--- config.mk ---
export PLATFORM = sky130hd
export DESIGN_NAME = dvi_init_sequencer
export DESIGN_NICKNAME = d
export VERILOG_FILES = /design/src/rtl/dvi_init_sequencer.sv
export SDC_FILE = /design/constraint.sdc
export NUM_CORES = 1
export LEC_CHECK = 0
export CAP_MARGIN = 30
export CORE_MARGIN = 3
export CORE_UTILIZATION = 53
export CTS_CLUSTER_SIZE = 24
export DETAILED_ROUTE_END_ITERATION = 16
export PLACE_DENSITY = 0.81
export SLEW_MARGIN = 20
export SYNTH_ARGS = -nofsm -noshare
export SYNTH_HDL_FRONTEND = slang
export SYNTH_SLANG_ARGS = --single-unit
--- constraint.sdc ---
create_clock -name iClk -period 2.4 [get_ports iClk]
set_clock_uncertainty 0.05 [all_clocks]
set_input_delay 0.36 -clock iClk [delete_from_list [all_inputs] [get_ports iClk]]
set_output_delay 0.36 -clock iClk [all_outputs]
set_load 0.005 [all_outputs]
--- src/rtl/dvi_init_sequencer.sv ---
// DVI transmitter bring-up: holds the chip in reset until PLL lock, then writes the encoder register table over TWI.
// Define DVI_INIT_VERIFY_EN to read back and compare every register after it is written.
module dvi_init_sequencer #(
    parameter logic [6:0] DEV_ADDR      = 7'h76,
    parameter int         RST_CYCLES    = 1000,
    parameter int         SETTLE_CYCLES = 100000,
    parameter int         MAX_RETRY     = 3
) (
    input  logic       iClk,
    input  logic       iRst_neg,
    input  logic       iStart,
    input  logic       iPllLocked,
    output logic       oDviRst,
    output logic       oTwiReq,
    output logic [6:0] oTwiDevAddr,
    output logic [7:0] oTwiRegAddr,
    output logic [7:0] oTwiWrData,
    output logic       oTwiRnw,
    input  logic       iTwiDone,
    input  logic       iTwiErr,
    input  logic [7:0] iTwiRdData,
    output logic       oBusy,
    output logic       oReady,
    output logic       oFail,
    output logic [2:0] oIndex
);

    localparam int CNT_MAX = (RST_CYCLES > SETTLE_CYCLES) ? RST_CYCLES : SETTLE_CYCLES;
    localparam int CNT_W   = (CNT_MAX > 1) ? $clog2(CNT_MAX) : 1;
    localparam int RTY_W   = (MAX_RETRY > 0) ? $clog2(MAX_RETRY + 1) : 1;

    localparam logic [CNT_W-1:0] RST_LAST    = CNT_W'(RST_CYCLES - 1);
    localparam logic [CNT_W-1:0] SETTLE_LAST = CNT_W'(SETTLE_CYCLES - 1);
    localparam logic [RTY_W-1:0] RETRY_LAST  = RTY_W'(MAX_RETRY);

    typedef enum logic [3:0] {
        S_WAIT_LOCK,
        S_RST_HOLD,
        S_SETTLE,
        S_ISSUE,
        S_WAIT_DONE,
        S_NEXT,
        S_DONE,
        S_FAIL
`ifdef DVI_INIT_VERIFY_EN
        , S_VERIFY
`endif
    } state_t;

    // Encoder register table, {register, data}.
    function automatic logic [15:0] table_entry(input logic [2:0] idx);
        case (idx)
            3'd0:    table_entry = 16'h1C04;
            3'd1:    table_entry = 16'h1D45;
            3'd2:    table_entry = 16'h1F80;
            3'd3:    table_entry = 16'h2109;
            3'd4:    table_entry = 16'h3308;
            3'd5:    table_entry = 16'h3416;
            3'd6:    table_entry = 16'h3660;
            default: table_entry = 16'h49C0;
        endcase
    endfunction

    state_t           r_state;
    logic [CNT_W-1:0] r_cnt;
    logic [RTY_W-1:0] r_retry;
    logic             r_rnw;

    logic [15:0]      w_entry;
    logic [CNT_W-1:0] w_cnt_inc;
    logic             w_restart;
    logic             w_xfer_err;
    state_t           w_ok_next;

    assign oTwiDevAddr = DEV_ADDR;
    assign w_entry     = table_entry(oIndex);
    assign w_cnt_inc   = (r_cnt == '1) ? r_cnt : r_cnt + 1'b1;
    assign w_restart   = iStart | (~iPllLocked & (r_state != S_WAIT_LOCK));

`ifdef DVI_INIT_VERIFY_EN
    // A readback that differs from what was written is handled exactly like a NACK.
    assign w_xfer_err = iTwiErr | (r_rnw & (iTwiRdData != oTwiWrData));
    assign w_ok_next  = r_rnw ? S_NEXT : S_VERIFY;
    assign oTwiRnw    = r_rnw;
`else
    logic w_rd_unused;
    assign w_rd_unused = ^{iTwiRdData, r_rnw};
    assign w_xfer_err  = iTwiErr;
    assign w_ok_next   = S_NEXT;
    assign oTwiRnw     = 1'b0;
`endif

    // NOTE: all state lives in this one clocked block and uses non-blocking
    // assignments only, so every output is a clean register.
    always_ff @(posedge iClk or negedge iRst_neg) begin
        if (!iRst_neg) begin
            r_state     <= S_WAIT_LOCK;
            r_cnt       <= '0;
            r_retry     <= '0;
            r_rnw       <= 1'b0;
            oDviRst     <= 1'b1;
            oTwiReq     <= 1'b0;
            oTwiRegAddr <= 8'h00;
            oTwiWrData  <= 8'h00;
            oBusy       <= 1'b0;
            oReady      <= 1'b0;
            oFail       <= 1'b0;
            oIndex      <= 3'd0;
        end else if (w_restart) begin
            // Lock loss or software start; a pending TWI completion is abandoned.
            r_state <= S_WAIT_LOCK;
            r_cnt   <= '0;
            r_retry <= '0;
            r_rnw   <= 1'b0;
            oDviRst <= 1'b1;
            oTwiReq <= 1'b0;
            oBusy   <= 1'b1;
            oReady  <= 1'b0;
            oFail   <= 1'b0;
            oIndex  <= 3'd0;
        end else begin
            case (r_state)
                S_WAIT_LOCK: begin
                    oDviRst <= 1'b1;
                    oBusy   <= 1'b1;
                    if (iPllLocked) begin
                        r_cnt   <= '0;
                        r_state <= S_RST_HOLD;
                    end
                end
                S_RST_HOLD: begin
                    if (r_cnt == RST_LAST) begin
                        r_cnt   <= '0;
                        oDviRst <= 1'b0;
                        r_state <= S_SETTLE;
                    end else begin
                        r_cnt <= w_cnt_inc;
                    end
                end
                S_SETTLE: begin
                    if (r_cnt == SETTLE_LAST) begin
                        oIndex  <= 3'd0;
                        r_retry <= '0;
                        r_state <= S_ISSUE;
                    end else begin
                        r_cnt <= w_cnt_inc;
                    end
                end
                S_ISSUE: begin
                    oTwiRegAddr <= w_entry[15:8];
                    oTwiWrData  <= w_entry[7:0];
                    r_rnw       <= 1'b0;
                    oTwiReq     <= 1'b1;
                    r_state     <= S_WAIT_DONE;
                end
`ifdef DVI_INIT_VERIFY_EN
                S_VERIFY: begin
                    r_rnw   <= 1'b1;
                    oTwiReq <= 1'b1;
                    r_state <= S_WAIT_DONE;
                end
`endif
                S_WAIT_DONE: begin
                    if (iTwiDone) begin
                        oTwiReq <= 1'b0;
                        if (!w_xfer_err) begin
                            r_state <= w_ok_next;
                        end else if (r_retry == RETRY_LAST) begin
                            oFail   <= 1'b1;
                            oBusy   <= 1'b0;
                            oDviRst <= 1'b0;
                            r_state <= S_FAIL;
                        end else begin
                            // Any failure, including a bad readback, re-issues the write.
                            r_retry <= r_retry + 1'b1;
                            r_state <= S_ISSUE;
                        end
                    end
                end
                S_NEXT: begin
                    if (oIndex == 3'd7) begin
                        oReady  <= 1'b1;
                        oBusy   <= 1'b0;
                        oDviRst <= 1'b0;
                        r_state <= S_DONE;
                    end else begin
                        oIndex  <= oIndex + 3'd1;
                        r_retry <= '0;
                        r_state <= S_ISSUE;
                    end
                end
                S_DONE, S_FAIL: begin
                    r_state <= r_state;
                end
                default: r_state <= S_WAIT_LOCK;
            endcase
        end
    end

endmodule
==> impl_metrics.tcl <==
set metrics [dict create \
    avgRoutedWirePerCell_um 14.7 \
    dieWidth_um 77.2 \
    n_antenna_cell 0 \
    setup_ws_ns 0.112 \
    clk_latency_ns 0.30 \
    fmax_mhz 437 \
    hold_class "register to register" \
    r2r_start "r_cnt[0]" \
    yosysSeqAreaShare_pct 41.0 \
    track_usage_pct 20.9 \
    cp_num_buf_inv 1 \
    ff2ff_setup_slack_ns 0.11 \
    cp_max_fo 8 \
    synth_area_leaders "dfrtp_1, nand2_1, o21ai_0, ha_1, buf_4" \
    grt_pass1_wl_mm 10.1 \
    r2r_end "r_cnt[9]" \
    nets 352 \
    syn2layout_area_growth_pct 17.3 \
    grt_pass1_vias 2125 \
    core_mm2 0.00482 \
    p_per_area_mw_per_mm2 646 \
    ys_warn_count 0 \
    crit_family "simple AND/OR/NAND/NOR gates" \
    vias 2333 \
    finalCritPeriodShare_pct 95.3 \
    required_ns 2.59 \
    cts_tree "yes" \
    cts_made_buffers 5 \
    final.setup.tns_ns 0 \
    synth_top_area_share_pct 40.0 \
    grt.overflow.total 0 \
    hold_violations 0 \
    postRouteWirelength_mm 5.87 \
    rsz0062_at_grt "yes" \
    clk_path_buf_depth 2 \
    reg2reg_depth 7 \
    ys_top_cells_by_count "dfrtp_1, nand2_1, o21ai_0" \
    drive_above_1_share_pct 13.6 \
    std_cell_rows 25 \
    mappedNetlistArea_mm2 0.00269 \
    nFillCells 416 \
    status "finished clean" \
    yosys.cell_types.count 63 \
    path_cells "ha_1 -> and2_1 -> buf_4 -> a31oi_2 -> nand4_1 -> or4b_1 -> nand2_1" \
    synth_seq_cells 44 \
    h-tree-depth 2 \
    setup_viol 0 \
    irDropWorstVdd_uv 356 \
    place.gp.congestion 0.923 \
    synth.most_common_cell "dfrtp_1" \
    antenna_left 0 \
    ys_async_sr_fraction_pct 100 \
    clockRootBuffer "clkbuf_8" \
    grt_start_max_net_pins 29 \
    clk_pin_slew_ns 0.08 \
    cp.depth 7 \
    antenna_found_initial 0 \
    critPathLaunch "r_cnt[0]" \
    drv_slew 0 \
    drc 0 \
    arrival_ns 2.47 \
    synth_area_leader_cell "dfrtp_1" \
    relSlewSlack_pct 59.9 \
    tightest_slew_ns 0.599 \
    postSynthCellCount 296 \
    portBuffers 28 \
    clock_sinks 44 \
    worstSetupPathType "register to register" \
    dp_hpwl_mm 4.43 \
    synth_flop_cell "dfrtp_1" \
    endpoint_kind "register" \
    max_stage_delay_ns 0.52 \
    timing.hold.ws_ns 0.432 \
    cp_slowest_cell "or4b_1" \
    die-height_um 77.2 \
    ios 46 \
    drtPass1Iterations 5 \
    worstSetupEndpoint "r_cnt[9]" \
    p_leak_nw 1.31 \
    crit_path_start_kind "register" \
    routed_via_density 5.85 \
    drt_iter0_drc 132 \
    finalWorstPathRequiredPeriod_ns 2.29 \
    cap_violations 0 \
    dp_slack_ns 0.0154 \
    dieArea_mm2 0.00597 \
    syn_area_per_cell_um2 9.09 \
    cts_setup_buffers 0 \
    start_util_pct 55.8 \
    synth_edf_count 0 \
]
## sequential cells by signal, indices dropped and copies added (netlist names), 2 cells and up
signal and cells:
r_cnt 17, oIndex 3, oTwiWrData 7, oTwiRegAddr 7, r_retry 2, r_state 3
## stage by stage
stage / utilization, % / cells / area, um2 / power (W)
final: 65.5 / 399 / 3150 / 0.00204
after detailed placement: 63.2 / 390 / 3040 / 0.00156
after floorplan: - / 303 / 2720 / 0.00131
after CTS: 65.3 / 399 / 3150 / 0.00205
after global routing: 65.5 / 399 / 3150 / 0.00216
after global placement: 63.2 / 390 / 3040 / 0.00154
## power breakdown
group          switching (W)  leakage [nW]  internal, W
registers          0.0000706         0.595     0.000823
logic               0.000359         0.660     0.000305
clock network       0.000250        0.0510     0.000230
total               0.000679          1.31      0.00136
## cell families (layout without fill, tap and decap cells)
family / Yosys count / in the layout / share of synthesized area [%]
AO/OA/AOI/OAI: 90 / 90 / 23.8
AND/OR/NAND/NOR: 118 / 118 / 23.7
adder cells (fa/ha/maj): 7 / 7 / 3.26
other: 2 / 9 / 0.279
multiplexers: 4 / 4 / 1.63
flip-flops: 44 / 44 / 41.0
buffers and inverters: 31 / 60 / 6.33
## layout make-up
| cell class | count | area [um2] | share of cell area (%) |
|---|---|---|---|
| Tap cell | 67 | 83.8 | 2.66 |
| Inverter | 9 | 33.8 | 1.07 |
| Clock buffer | 6 | 82.6 | 2.62 |
| Sequential cell | 44 | 1100 | 34.9 |
| Clock inverter | 2 | 10.0 | 0.317 |
| Timing Repair Buffer | 43 | 390 | 12.4 |
| Multi-Input combinational cell | 228 | 1450 | 46.0 |
## cell usage in the layout (no fill, tap or decap), types with 7 or more instances in the layout
| cell type | netlist | layout |
|---|---|---|
| buf_4 | 11 | 14 |
| nand3_1 | 13 | 13 |
| dfrtp_1 | 43 | 43 |
| conb_1 | 2 | 9 |
| nand2_1 | 42 | 42 |
| clkdlybuf4s50_1 | 0 | 27 |
| nor3_1 | 9 | 9 |
| inv_1 | 9 | 9 |
| o21ai_0 | 24 | 24 |
| ha_1 | 7 | 7 |
| nor2_1 | 16 | 16 |
| a21oi_1 | 13 | 13 |
## what timing repair did
| item | in CTS | in global routing |
|---|---|---|
| endpoints found under the hold margin | 15 | 0 |
| hold buffers | 1 | 0 |
| endpoints found under the setup margin | 0 | 1 |
| resized for setup | 0 | 1 |
## how the worst min path moves through the flow
| stage | from | cells after the start | end |
|---|---|---|---|
| floorplan | iRst_neg | 0 | oBusy |
| global placement | iRst_neg | 1 | r_cnt[0] |
| detailed placement | iRst_neg | 1 | r_cnt[0] |
| CTS | oTwiWrData[0] | 2 | oTwiWrData[0] |
| global route | oTwiWrData[3] | 2 | oTwiWrData[3] |
| finish | oTwiWrData[0] | 2 | oTwiWrData[0] |
## routing by layer
| metal | track usage, % | routed length, um | vias to the layer above |
|---|---|---|---|
| li1 | - | - | 1135 |
| met4 | 10.1 | 132 | 0 |
| met3 | 3.64 | 325 | 12 |
| met1 | 29.0 | 2790 | 1097 |
| met2 | 31.5 | 2630 | 89 |
| met5 | 0 | 0 | - |
## tightest hold or removal path, delay by kind of cell, from the launching register on
family | cells | cell delay, ns
AOI/OAI and AO/OA | 1 | 0.06
DFF | 1 | 0.35
and+or+nand+nor | 1 | 0.05
(Power assumes the default switching activity.)
